--- src/rtl/vga_pkg.sv ---
// vga_pkg: shared definitions for the VGA character-box controllers.
//   - RGB565 colour constants
//   - 640x480 active-area constants
//   - FSM state encoding for vga_char_ctrl
//   - axis_next(): one bounded step of a bouncing coordinate
//   - palette(): glyph colour selected by a 2-bit palette index
package vga_pkg;

  localparam logic [15:0] BLACK  = 16'h0000;
  localparam logic [15:0] WHITE  = 16'hFFFF;
  localparam logic [15:0] GOLDEN = 16'hFEC0;
  localparam logic [15:0] RED    = 16'hF800;
  localparam logic [15:0] GREEN  = 16'h07E0;

  localparam logic [9:0] VGA_H_VALID = 10'd640;
  localparam logic [9:0] VGA_V_VALID = 10'd480;

  typedef enum logic [1:0] {
    S_IDLE   = 2'd0,
    S_WAIT   = 2'd1,
    S_MOVE_X = 2'd2,
    S_MOVE_Y = 2'd3
  } fsm_state_t;

  typedef struct packed {
    logic [9:0] pos;
    logic       flip;
  } axis_upd_t;

  // dir_neg = 0 moves towards max, 1 moves towards 0. The sum is taken in
  // 11 bits so a step past the top of the 10-bit range cannot wrap.
  function automatic axis_upd_t axis_next(input logic [9:0] pos,
                                          input logic       dir_neg,
                                          input logic [9:0] step,
                                          input logic [9:0] max);
    axis_upd_t  r;
    logic [10:0] sum;
    sum = {1'b0, pos} + {1'b0, step};
    if (!dir_neg) begin
      if (sum >= {1'b0, max}) r = '{pos: max, flip: 1'b1};
      else                    r = '{pos: sum[9:0], flip: 1'b0};
    end else begin
      if (pos <= step) r = '{pos: 10'd0, flip: 1'b1};
      else             r = '{pos: pos - step, flip: 1'b0};
    end
    return r;
  endfunction

  function automatic logic [15:0] palette(input logic [1:0] idx);
    case (idx)
      2'd0:    return GOLDEN;
      2'd1:    return WHITE;
      2'd2:    return RED;
      default: return GREEN;
    endcase
  endfunction

endpackage

--- src/rtl/vga_char_ctrl_if.sv ---
// vga_char_ctrl_if: pixel-position bus in, box origin/colour out.
//   pix_x, pix_y : current pixel, 10'h3FF outside the active area
//   run          : 1 = motion enabled
//   char_b_h/v   : box origin
//   char_color   : RGB565 glyph colour
//   bounce       : one-cycle pulse when a wall hit is committed
//   state        : controller FSM state, for observation only
// Signalling: there is no valid/ready pair; pix_x/pix_y/run are sampled every
// vga_clk edge, outputs are registered and change only in the two move
// states, and bounce is high for exactly one cycle per committed hit.
// master = pixel-timing side, slave = vga_char_ctrl.
interface vga_char_ctrl_if;
  logic [9:0]          pix_x;
  logic [9:0]          pix_y;
  logic                run;
  logic [9:0]          char_b_h;
  logic [9:0]          char_b_v;
  logic [15:0]         char_color;
  logic                bounce;
  vga_pkg::fsm_state_t state;

  modport master (
    output pix_x, pix_y, run,
    input  char_b_h, char_b_v, char_color, bounce, state
  );

  modport slave (
    input  pix_x, pix_y, run,
    output char_b_h, char_b_v, char_color, bounce, state
  );
endinterface

--- src/rtl/vga_frame_tick.sv ---
// vga_frame_tick: one-cycle registered pulse in the cycle after the last
// active pixel (pix_x == H_VALID-1, pix_y == V_VALID-1).
//   vga_clk : pixel clock
//   sys_rst : synchronous active-high reset
//   pix_x/y : current pixel position
//   tick    : frame pulse
module vga_frame_tick
  import vga_pkg::*;
#(
  parameter logic [9:0] H_VALID = VGA_H_VALID,
  parameter logic [9:0] V_VALID = VGA_V_VALID
) (
  input  logic       vga_clk,
  input  logic       sys_rst,
  input  logic [9:0] pix_x,
  input  logic [9:0] pix_y,
  output logic       tick
);

  always_ff @(posedge vga_clk) begin
    if (sys_rst) tick <= 1'b0;
    else         tick <= (pix_x == H_VALID - 10'd1) && (pix_y == V_VALID - 10'd1);
  end

endmodule

--- src/rtl/vga_char_ctrl.sv ---
// vga_char_ctrl: once per FRAME_DIV frames, during vertical blanking, moves
// the character-box origin by STEP on each axis and bounces it off the
// edges of the active area.
//   vga_clk : pixel clock (only clock)
//   sys_rst : synchronous active-high reset
//   bus     : vga_char_ctrl_if.slave (pixel bus, run, origin/colour/bounce, state)
// Build option VGA_CHAR_COLOR_CYCLE_EN: each bounce advances a 2-bit palette
// index (golden, white, red, green). Without it the colour stays golden.
module vga_char_ctrl
  import vga_pkg::*;
#(
  parameter logic [9:0] H_VALID   = VGA_H_VALID,
  parameter logic [9:0] V_VALID   = VGA_V_VALID,
  parameter logic [9:0] CHAR_W    = 10'd256,
  parameter logic [9:0] CHAR_H    = 10'd64,
  parameter logic [9:0] INIT_H    = 10'd192,
  parameter logic [9:0] INIT_V    = 10'd208,
  parameter logic [9:0] STEP      = 10'd4,
  parameter logic [7:0] FRAME_DIV = 8'd1
) (
  input logic           vga_clk,
  input logic           sys_rst,
  vga_char_ctrl_if.slave bus
);

  localparam logic [9:0] XMAX = H_VALID - CHAR_W;
  localparam logic [9:0] YMAX = V_VALID - CHAR_H;

  logic       tick;
  fsm_state_t state;
  logic [7:0] div_cnt;
  logic [9:0] char_b_h;
  logic [9:0] char_b_v;
  logic       dir_x;
  logic       dir_y;
  logic       hit;
  logic       bounce;
  logic [15:0] char_color;
  axis_upd_t  upd_x;
  axis_upd_t  upd_y;

`ifdef VGA_CHAR_COLOR_CYCLE_EN
  logic [1:0] pal_idx;
`else
  assign char_color = GOLDEN;
`endif

  vga_frame_tick #(
    .H_VALID (H_VALID),
    .V_VALID (V_VALID)
  ) u_tick (
    .vga_clk (vga_clk),
    .sys_rst (sys_rst),
    .pix_x   (bus.pix_x),
    .pix_y   (bus.pix_y),
    .tick    (tick)
  );

  assign upd_x = axis_next(char_b_h, dir_x, STEP, XMAX);
  assign upd_y = axis_next(char_b_v, dir_y, STEP, YMAX);

  always_ff @(posedge vga_clk) begin
    if (sys_rst) begin
      state    <= S_IDLE;
      div_cnt  <= 8'd0;
      char_b_h <= INIT_H;
      char_b_v <= INIT_V;
      dir_x    <= 1'b0;
      dir_y    <= 1'b0;
      hit      <= 1'b0;
      bounce   <= 1'b0;
`ifdef VGA_CHAR_COLOR_CYCLE_EN
      pal_idx    <= 2'd0;
      char_color <= GOLDEN;
`endif
    end else begin
      bounce <= 1'b0;
      case (state)
        S_IDLE: begin
          if (bus.run) state <= S_WAIT;
        end
        S_WAIT: begin
          if (!bus.run) begin
            state   <= S_IDLE;
            div_cnt <= 8'd0;
          end else if (tick) begin
            if (div_cnt == FRAME_DIV - 8'd1) begin
              div_cnt <= 8'd0;
              state   <= S_MOVE_X;
            end else begin
              div_cnt <= div_cnt + 8'd1;
            end
          end
        end
        S_MOVE_X: begin
          char_b_h <= upd_x.pos;
          if (upd_x.flip) dir_x <= ~dir_x;
          hit   <= upd_x.flip;
          state <= S_MOVE_Y;
        end
        S_MOVE_Y: begin
          char_b_v <= upd_y.pos;
          if (upd_y.flip) dir_y <= ~dir_y;
          hit <= hit | upd_y.flip;
          // A corner hit flips both axes but counts as one bounce.
          if (hit | upd_y.flip) begin
            bounce <= 1'b1;
`ifdef VGA_CHAR_COLOR_CYCLE_EN
            pal_idx    <= pal_idx + 2'd1;
            char_color <= palette(pal_idx + 2'd1);
`endif
          end
          state <= S_WAIT;
        end
        default: state <= S_IDLE;
      endcase
    end
  end

  assign bus.char_b_h   = char_b_h;
  assign bus.char_b_v   = char_b_v;
  assign bus.char_color = char_color;
  assign bus.bounce     = bounce;
  assign bus.state      = state;

endmodule

--- src/flat_wrapper.sv ---
// flat-port wrapper written by rule: the top's interface ports become plain ports
module vga_char_ctrl_flat import vga_pkg::*;
#(
  parameter logic [9:0] H_VALID   = VGA_H_VALID,
  parameter logic [9:0] V_VALID   = VGA_V_VALID,
  parameter logic [9:0] CHAR_W    = 10'd256,
  parameter logic [9:0] CHAR_H    = 10'd64,
  parameter logic [9:0] INIT_H    = 10'd192,
  parameter logic [9:0] INIT_V    = 10'd208,
  parameter logic [9:0] STEP      = 10'd4,
  parameter logic [7:0] FRAME_DIV = 8'd1
)
  (vga_clk, sys_rst, bus_pix_x, bus_pix_y, bus_run, bus_char_b_h, bus_char_b_v, bus_char_color, bus_bounce, bus_state);
  vga_char_ctrl_if bus_i ();
  input logic vga_clk;
  input logic sys_rst;
  input wire logic [$bits(bus_i.pix_x)-1:0] bus_pix_x;
  input wire logic [$bits(bus_i.pix_y)-1:0] bus_pix_y;
  input wire logic [$bits(bus_i.run)-1:0] bus_run;
  output wire logic [$bits(bus_i.char_b_h)-1:0] bus_char_b_h;
  output wire logic [$bits(bus_i.char_b_v)-1:0] bus_char_b_v;
  output wire logic [$bits(bus_i.char_color)-1:0] bus_char_color;
  output wire logic [$bits(bus_i.bounce)-1:0] bus_bounce;
  output wire logic [$bits(bus_i.state)-1:0] bus_state;
  assign bus_i.pix_x = bus_pix_x;
  assign bus_i.pix_y = bus_pix_y;
  assign bus_i.run = bus_run;
  assign bus_char_b_h = bus_i.char_b_h;
  assign bus_char_b_v = bus_i.char_b_v;
  assign bus_char_color = bus_i.char_color;
  assign bus_bounce = bus_i.bounce;
  assign bus_state = bus_i.state;
  vga_char_ctrl #(.H_VALID(H_VALID), .V_VALID(V_VALID), .CHAR_W(CHAR_W), .CHAR_H(CHAR_H), .INIT_H(INIT_H), .INIT_V(INIT_V), .STEP(STEP), .FRAME_DIV(FRAME_DIV)) u_core (.vga_clk(vga_clk), .sys_rst(sys_rst), .bus(bus_i));
endmodule
--- config.mk ---
export PLATFORM = sky130hd
export DESIGN_NAME = vga_char_ctrl_flat
export DESIGN_NICKNAME = d
export VERILOG_FILES = /design/src/rtl/vga_pkg.sv /design/src/rtl/vga_char_ctrl_if.sv /design/src/rtl/vga_frame_tick.sv /design/src/rtl/vga_char_ctrl.sv /design/src/flat_wrapper.sv
export SDC_FILE = /design/constraint.sdc
export NUM_CORES = 1
export LEC_CHECK = 0
export BUFFER_PORTS_ARGS = -buffer_cell sky130_fd_sc_hd__buf_2
export CORE_MARGIN = 4
export CORE_UTILIZATION = 54
export DETAILED_ROUTE_END_ITERATION = 10
export GPL_ROUTABILITY_DRIVEN = 0
export GPL_TIMING_DRIVEN = 0
export MAX_ROUTING_LAYER = met4
export PLACE_DENSITY = 0.8
export SYNTH_ARGS = -nofsm -noshare
export SYNTH_HDL_FRONTEND = slang
export SYNTH_SLANG_ARGS = --single-unit
--- constraint.sdc ---
create_clock -name vga_clk -period 2.79 [get_ports vga_clk]
set_input_delay 0.1395 -clock vga_clk [delete_from_list [all_inputs] [get_ports vga_clk]]
set_output_delay 0.1395 -clock vga_clk [all_outputs]
set_load 0.01 [all_outputs]
## After elaboration in Yosys (flattened, before gate mapping)

Index checks and enable logic that the tools add are counted.

| storage, ports and cells | value |
|---|---|
| bits in registers | 35 |
| latch bits | 0 |
| bits in writable memories | 0 |
| bits in read-only memories | 0 |
| input port bits | 23 |
| output and inout bits | 39 |
| logic and storage cells | 56 |
| memories kept | 0 |

| cells by class | value |
|---|---|
| add/sub/neg operators | 5 |
| multiply operators | 0 |
| div/mod/pow operators | 0 |
| $lt $le $gt $ge | 4 |
| equal/unequal tests | 9 |
| shift-type cells | 0 |
| muxes and demuxes | 16 |
| bitwise operators | 4 |
| reductions and logical operators | 9 |

Operator list:

| operator | number |
|---|---|
| 2-to-1 mux 11 bit | 6 |
| 2-to-1 mux 8 bit | 3 |
| adder 10 x 3 -> 11 bit (second input constant) | 2 |
| >= comparator 11 x 9 -> 1 bit (second input constant) | 2 |
| <= comparator 10 x 3 -> 1 bit (second input constant) | 2 |
| subtractor 10 x 3 -> 10 bit (second input constant) | 2 |
| equality test 10 bit (second input constant) | 1 |
| equality test 10 x 9 -> 1 bit (second input constant) | 1 |
| adder 8 x 1 -> 8 bit (second input constant) | 1 |
| logical NOT 8 bit | 1 |
| 2-to-1 mux 2 bit | 4 |
| case mux 2 bit (4 select lines) | 1 |
| AND reduction 2 bit | 3 |
| equality test 2 bit (second input constant) | 2 |
| inequality test 3 x 2 -> 1 bit (second input constant) | 1 |
| inequality test 3 bit (second input constant) | 1 |
| inverter 1 bit | 3 |
| AND reduction 3 bit | 1 |
| equality test 2 x 1 -> 1 bit (second input constant) | 1 |
| logical NOT 2 bit | 1 |
| inequality test 2 x 1 -> 1 bit (second input constant) | 1 |
| inequality test 2 bit (second input constant) | 1 |
| case mux 1 bit (2 select lines) | 1 |
| nonzero test 2 bit | 1 |
| 4 further kinds | 4 |

## Logic depth before layout (Yosys ltp)

| logic depth | value |
|---|---|
| word-level depth | 6 |
| mapped depth | 8 |
| gate-level depth less buffers | 7 |

## Hierarchy

A second synthesis with hierarchy kept.

| second synthesis, totals | value |
|---|---|
| cells, all modules | 315 |
| area total of the unflattened synthesis | 2447.3 um2 |

By module, submodules not included:

| module | times used | cells an instance | area an instance (um2) | sequential area each (um2) |
|---|---|---|---|---|
| vga_char_ctrl | 1 | 307 | 2363.5 | 600.6 |
| vga_frame_tick | 1 | 8 | 83.8 | 20.0 |

## Worst setup path before layout

No wires, ideal clock.

| timing | value |
|---|---|
| path type | register to register |
| start point | reg u_core.char_b_v[2], in the netlist u_core.bus.char_b_v[2] |
| end point | reg u_core.char_b_v[4], in the netlist u_core.bus.char_b_v[4] |
| library setup time | 0.122 ns |
| arrival time | 1.945 ns |
| data required time | 2.668 ns |
| slack | 0.724 ns |
| cell stages (with the launch flop) | 7 |
| buffers on the path | 0 |
| period minus slack after synthesis | 2.066 ns |
| path through | dfxtp_1 > ha_1 > and2_1 > or4b_1 > a21oi_2 > nor3_1 > a221o_1 |

| between the ends | value |
|---|---|
| word-level cells in the longest chain between the ends | 4 |
| elaborated cells between the ends (all ways) | 7 |
| those cells by class | 2 x add/sub; 2 x order compare; 3 x mux |

RTL lines:

| what | RTL line | RTL |
|---|---|---|
| start, declared | vga_char_ctrl.sv:33 | `logic [9:0] char_b_v;` |
| start signal, assigned | vga_char_ctrl.sv:102 | `char_b_v <= upd_y.pos;` |
| adder 10 x 3 -> 11 bit | vga_pkg.sv:38 | `sum = {1'b0, pos} + {1'b0, step};` |
| >= comparator 11 x 9 -> 1 bit | vga_pkg.sv:40 | `if (sum >= {1'b0, max}) r = '{pos: max, flip: 1'b1};` |
| 2-to-1 mux 11 bit | vga_pkg.sv:40 |  |
| 2-to-1 mux 11 bit (*) | vga_pkg.sv:39 | `if (!dir_neg) begin` |

Every way passes the cells marked *; elsewhere a longest branch is shown, timed or not.
A chain may end at the register's enable or synchronous reset.

## Worst setup path in the final report

Same ends and word-level chain as after synthesis.

==> flow_summary.yaml <==
power_and_ir_drop:
  p_leak_nw: 1.179
  cellPowerDensity_nw_per_um2: 323.2
  ir_drop_uv: 268.6
  power.total_uw: 964.6
timing:
  rsz0062_at_grt: "no"
  post-route-period-util_pct: 85.39
  finalClockSkew_ns: 0.003938
  finalCriticalPeriod_ns: 2.382
  hold_viol: 0
  worstMarginPinSlew_ns: 1.032
  maxSlewViolCount: 0
  setup_tns_ns: 0
  max_freq_ghz: 0.4198
  setup_viol: 0
  max_slew_margin_pct: 30.76
cts:
  cts_tree: "built"
  post_cts_resized: 0
  clockBufferDepth: 2
  clock_latency_ns: 0.28
  hold_buffers: 0
  cts_made_buffers: 5
  clkTransAtPathRegs_ns: 0.07
  cts_sinks: 31
  clockRootBuffer: "clkbuf_8"
  htreeDepth: 2
  cts_setup_buffers: 0
synth:
  synth_top_area_share_pct: 24.20
  yosys.area.top_type: "dfxtp_1"
  yosysUniqueCellTypes: 68
  synthTopCellsByArea: "dfxtp_1 24%, buf_4 6.7%, ha_1 6.3%"
  synth_area_per_cell_um2: 7.703
  syn-instance-count: 333
  synth_top_cells_by_count: "31 x dfxtp_1, 30 x nand2_1, 23 x buf_4, 23 x nor2_1, 20 x a21oi_1"
  synth_edf_count: 0
  synth-seq-cells: 31
  synth_area_um2: 2565
  synth-async-reset-ratio_pct: 0
  yosys_warnings: 0
  synth_top_flop_cell: "dfxtp_1"
  ys_seq_area_share_pct: 24.20
  synth_most_common_cell: "dfxtp_1"
critical_path:
  timing.rr.start: "u_core.bus.char_b_v[2]"
  crit_arrival_ns: 2.55
  crit_required_ns: 2.96
  crit_family: "simple AND/OR/NAND/NOR gates"
  cp_cell_sequence: "ha_1 -> and4_1 -> o211a_1 -> nor4_2 -> nor3_1 -> a221o_1"
  reg2reg_depth: 6
  crit_buf_inv: 0
  crit_path_end_kind: "register"
  cp_slowest_cell: "nor4_2"
  crit_path_start_kind: "register"
  worst-path-max-fanout: 10
  ff2ff_setup_slack_ns: 0.41
  r2r-end: "u_core.bus.char_b_v[4]"
  slowest_delay_ns: 0.55
  critical_path_class: "register to register"
cells_and_area:
  layout-drive-gt1-share_pct: 24.00
  nNetsFinal: 435
  antenna_cells: 0
  utilization_pct: 66.69
  area_delta_synth_final_pct: 16.34
  fin_cells: 452
global_routing:
  grt_pass1_vias: 2356
  grt_overflow: 0
  grtUsageTotal_pct: 21.76
  antenna_found_initial: 0
  grt_start_max_net_pins: 11
  grt_first_pass_wirelength_mm: 10.55
drt:
  drc: 0
  avgViaCountPerCell: 5.723
  dr_total_vias: 2587
  drtPass1Iterations: 5
  wirelength_mm: 6.112
  drtIter0Drc: 307
  ant_nets: 0
  avgRoutedWirePerCell_um: 13.52
floorplanning:
  die_w_um: 76.92
  boundaryPins: 62
  dieHeight_um: 76.92
  dieArea_um2: 5917
  start_util_pct: 57.33
  core_um2: 4474
  rows: 24
placement:
  place_inst: 444
  port_buffers: 41
  dp_hpwl_mm: 4.509
flow_run:
  drv_cap: 0
hold_path:
  hold-path-endpoint: "u_core.u_tick.tick"
  worstHoldStart: "bus_pix_y[9]"
  min_path_type: "input port to register"
  hold-path-cell-count: 2
status:
  status: "completed"
how the worst max path moves through the flow:
stage / startpoint / to / slack, ns / cells after the start
after floorplan: u_core.bus.char_b_v[2] / u_core.bus.char_b_v[4] / 0.72 / 6
after detailed placement: u_core.bus.char_b_h[2] / u_core.hit / 0.44 / 6
after global routing: u_core.bus.char_b_h[2] / u_core.bus.char_b_h[3] / 0.14 / 6
after CTS: u_core.bus.char_b_v[2] / u_core.bus.char_b_v[4] / 0.44 / 6
after global placement: u_core.bus.char_b_h[2] / u_core.hit / 0.42 / 6
final: u_core.bus.char_b_v[2] / u_core.bus.char_b_v[4] / 0.41 / 6
flip-flops by register name, summed over array words and instances, names as in the netlist:
signal / flops
u_core.bus.bounce: 1
u_core.bus.char_b_v: 8
u_core.bus.char_b_h: 8
u_core.bus.state: 2
u_core.hit: 1
u_core.dir_x: 1
u_core.u_tick.tick: 1
u_core.dir_y: 1
u_core.div_cnt: 8
cells in the final DEF, fill, tap and decap left out, types with 4 or more instances in the layout:
cell type | synthesis | final
nor2_1 | 23 | 23
a211oi_1 | 4 | 4
dfxtp_1 | 31 | 31
inv_1 | 16 | 16
mux2i_1 | 4 | 4
nand4b_1 | 4 | 4
nor3_1 | 17 | 17
buf_2 | 5 | 46
buf_6 | 4 | 4
ha_1 | 13 | 13
clkbuf_1 | 7 | 9
nand4_1 | 6 | 6
clkbuf_8 | 0 | 5
a21oi_1 | 20 | 20
conb_1 | 2 | 20
nand2b_1 | 6 | 6
xnor2_1 | 5 | 5
o31ai_1 | 4 | 4
a31oi_1 | 6 | 6
nand3_1 | 6 | 6
buf_4 | 23 | 23
o21ai_0 | 19 | 19
nor4_1 | 8 | 8
nand2_1 | 30 | 30
through the flow:
step	hold slack, ns	cell area [µm²]	worst slack [ns]
2_1_floorplan	0.2150	2633	0.7238
3_3_place_gp	0.3051	2903	0.4219
3_5_place_dp	0.3082	2903	0.4444
6_report	0.01470	2984	0.4077
4_1_cts	0.007899	2984	0.4361
5_1_grt	0.01187	2984	0.1371
layout make-up:
class / count / area (µm²)
flip-flops and latches: 31 / 620.6
fillers: 375 / 1490
well taps: 52 / 65.06
multi-input cells: 262 / 1667
clock buffers: 7 / 76.32
clock inverters: 1 / 5.005
inverters: 16 / 60.06
repair buffers: 41 / 205.2
plain buffers: 42 / 285.3
metal layers:
metal  GRT usage [%]  vias up  wire length, µm
li1                -     1307                -
met4           7.246        0              100
met5               -        -                0
met1           28.21     1140             2723
met2           33.89      129             2783
met3           4.333       11              504
power by group:
part,switching [mW],internal (mW),leakage [nW],total (mW)
Clock,0.168,0.175,0.0422,0.343
Combinational,0.0904,0.0697,0.886,0.160
Sequential,0.00975,0.452,0.251,0.462
Total,0.268,0.696,1.18,0.965
cell families after synthesis:
kind of cell | Yosys count | share of synthesized area [%]
other | 2 | 0.2928
multiplexers | 6 | 2.439
AO/OA/AOI/OAI | 87 | 23.66
XOR/XNOR | 7 | 2.390
buffers and inverters | 58 | 13.46
AND/OR/NAND/NOR | 129 | 27.22
flip-flops | 31 | 24.20
adder cells (fa/ha/maj) | 13 | 6.342
Note: power is estimated with default switching activity, not from simulation.
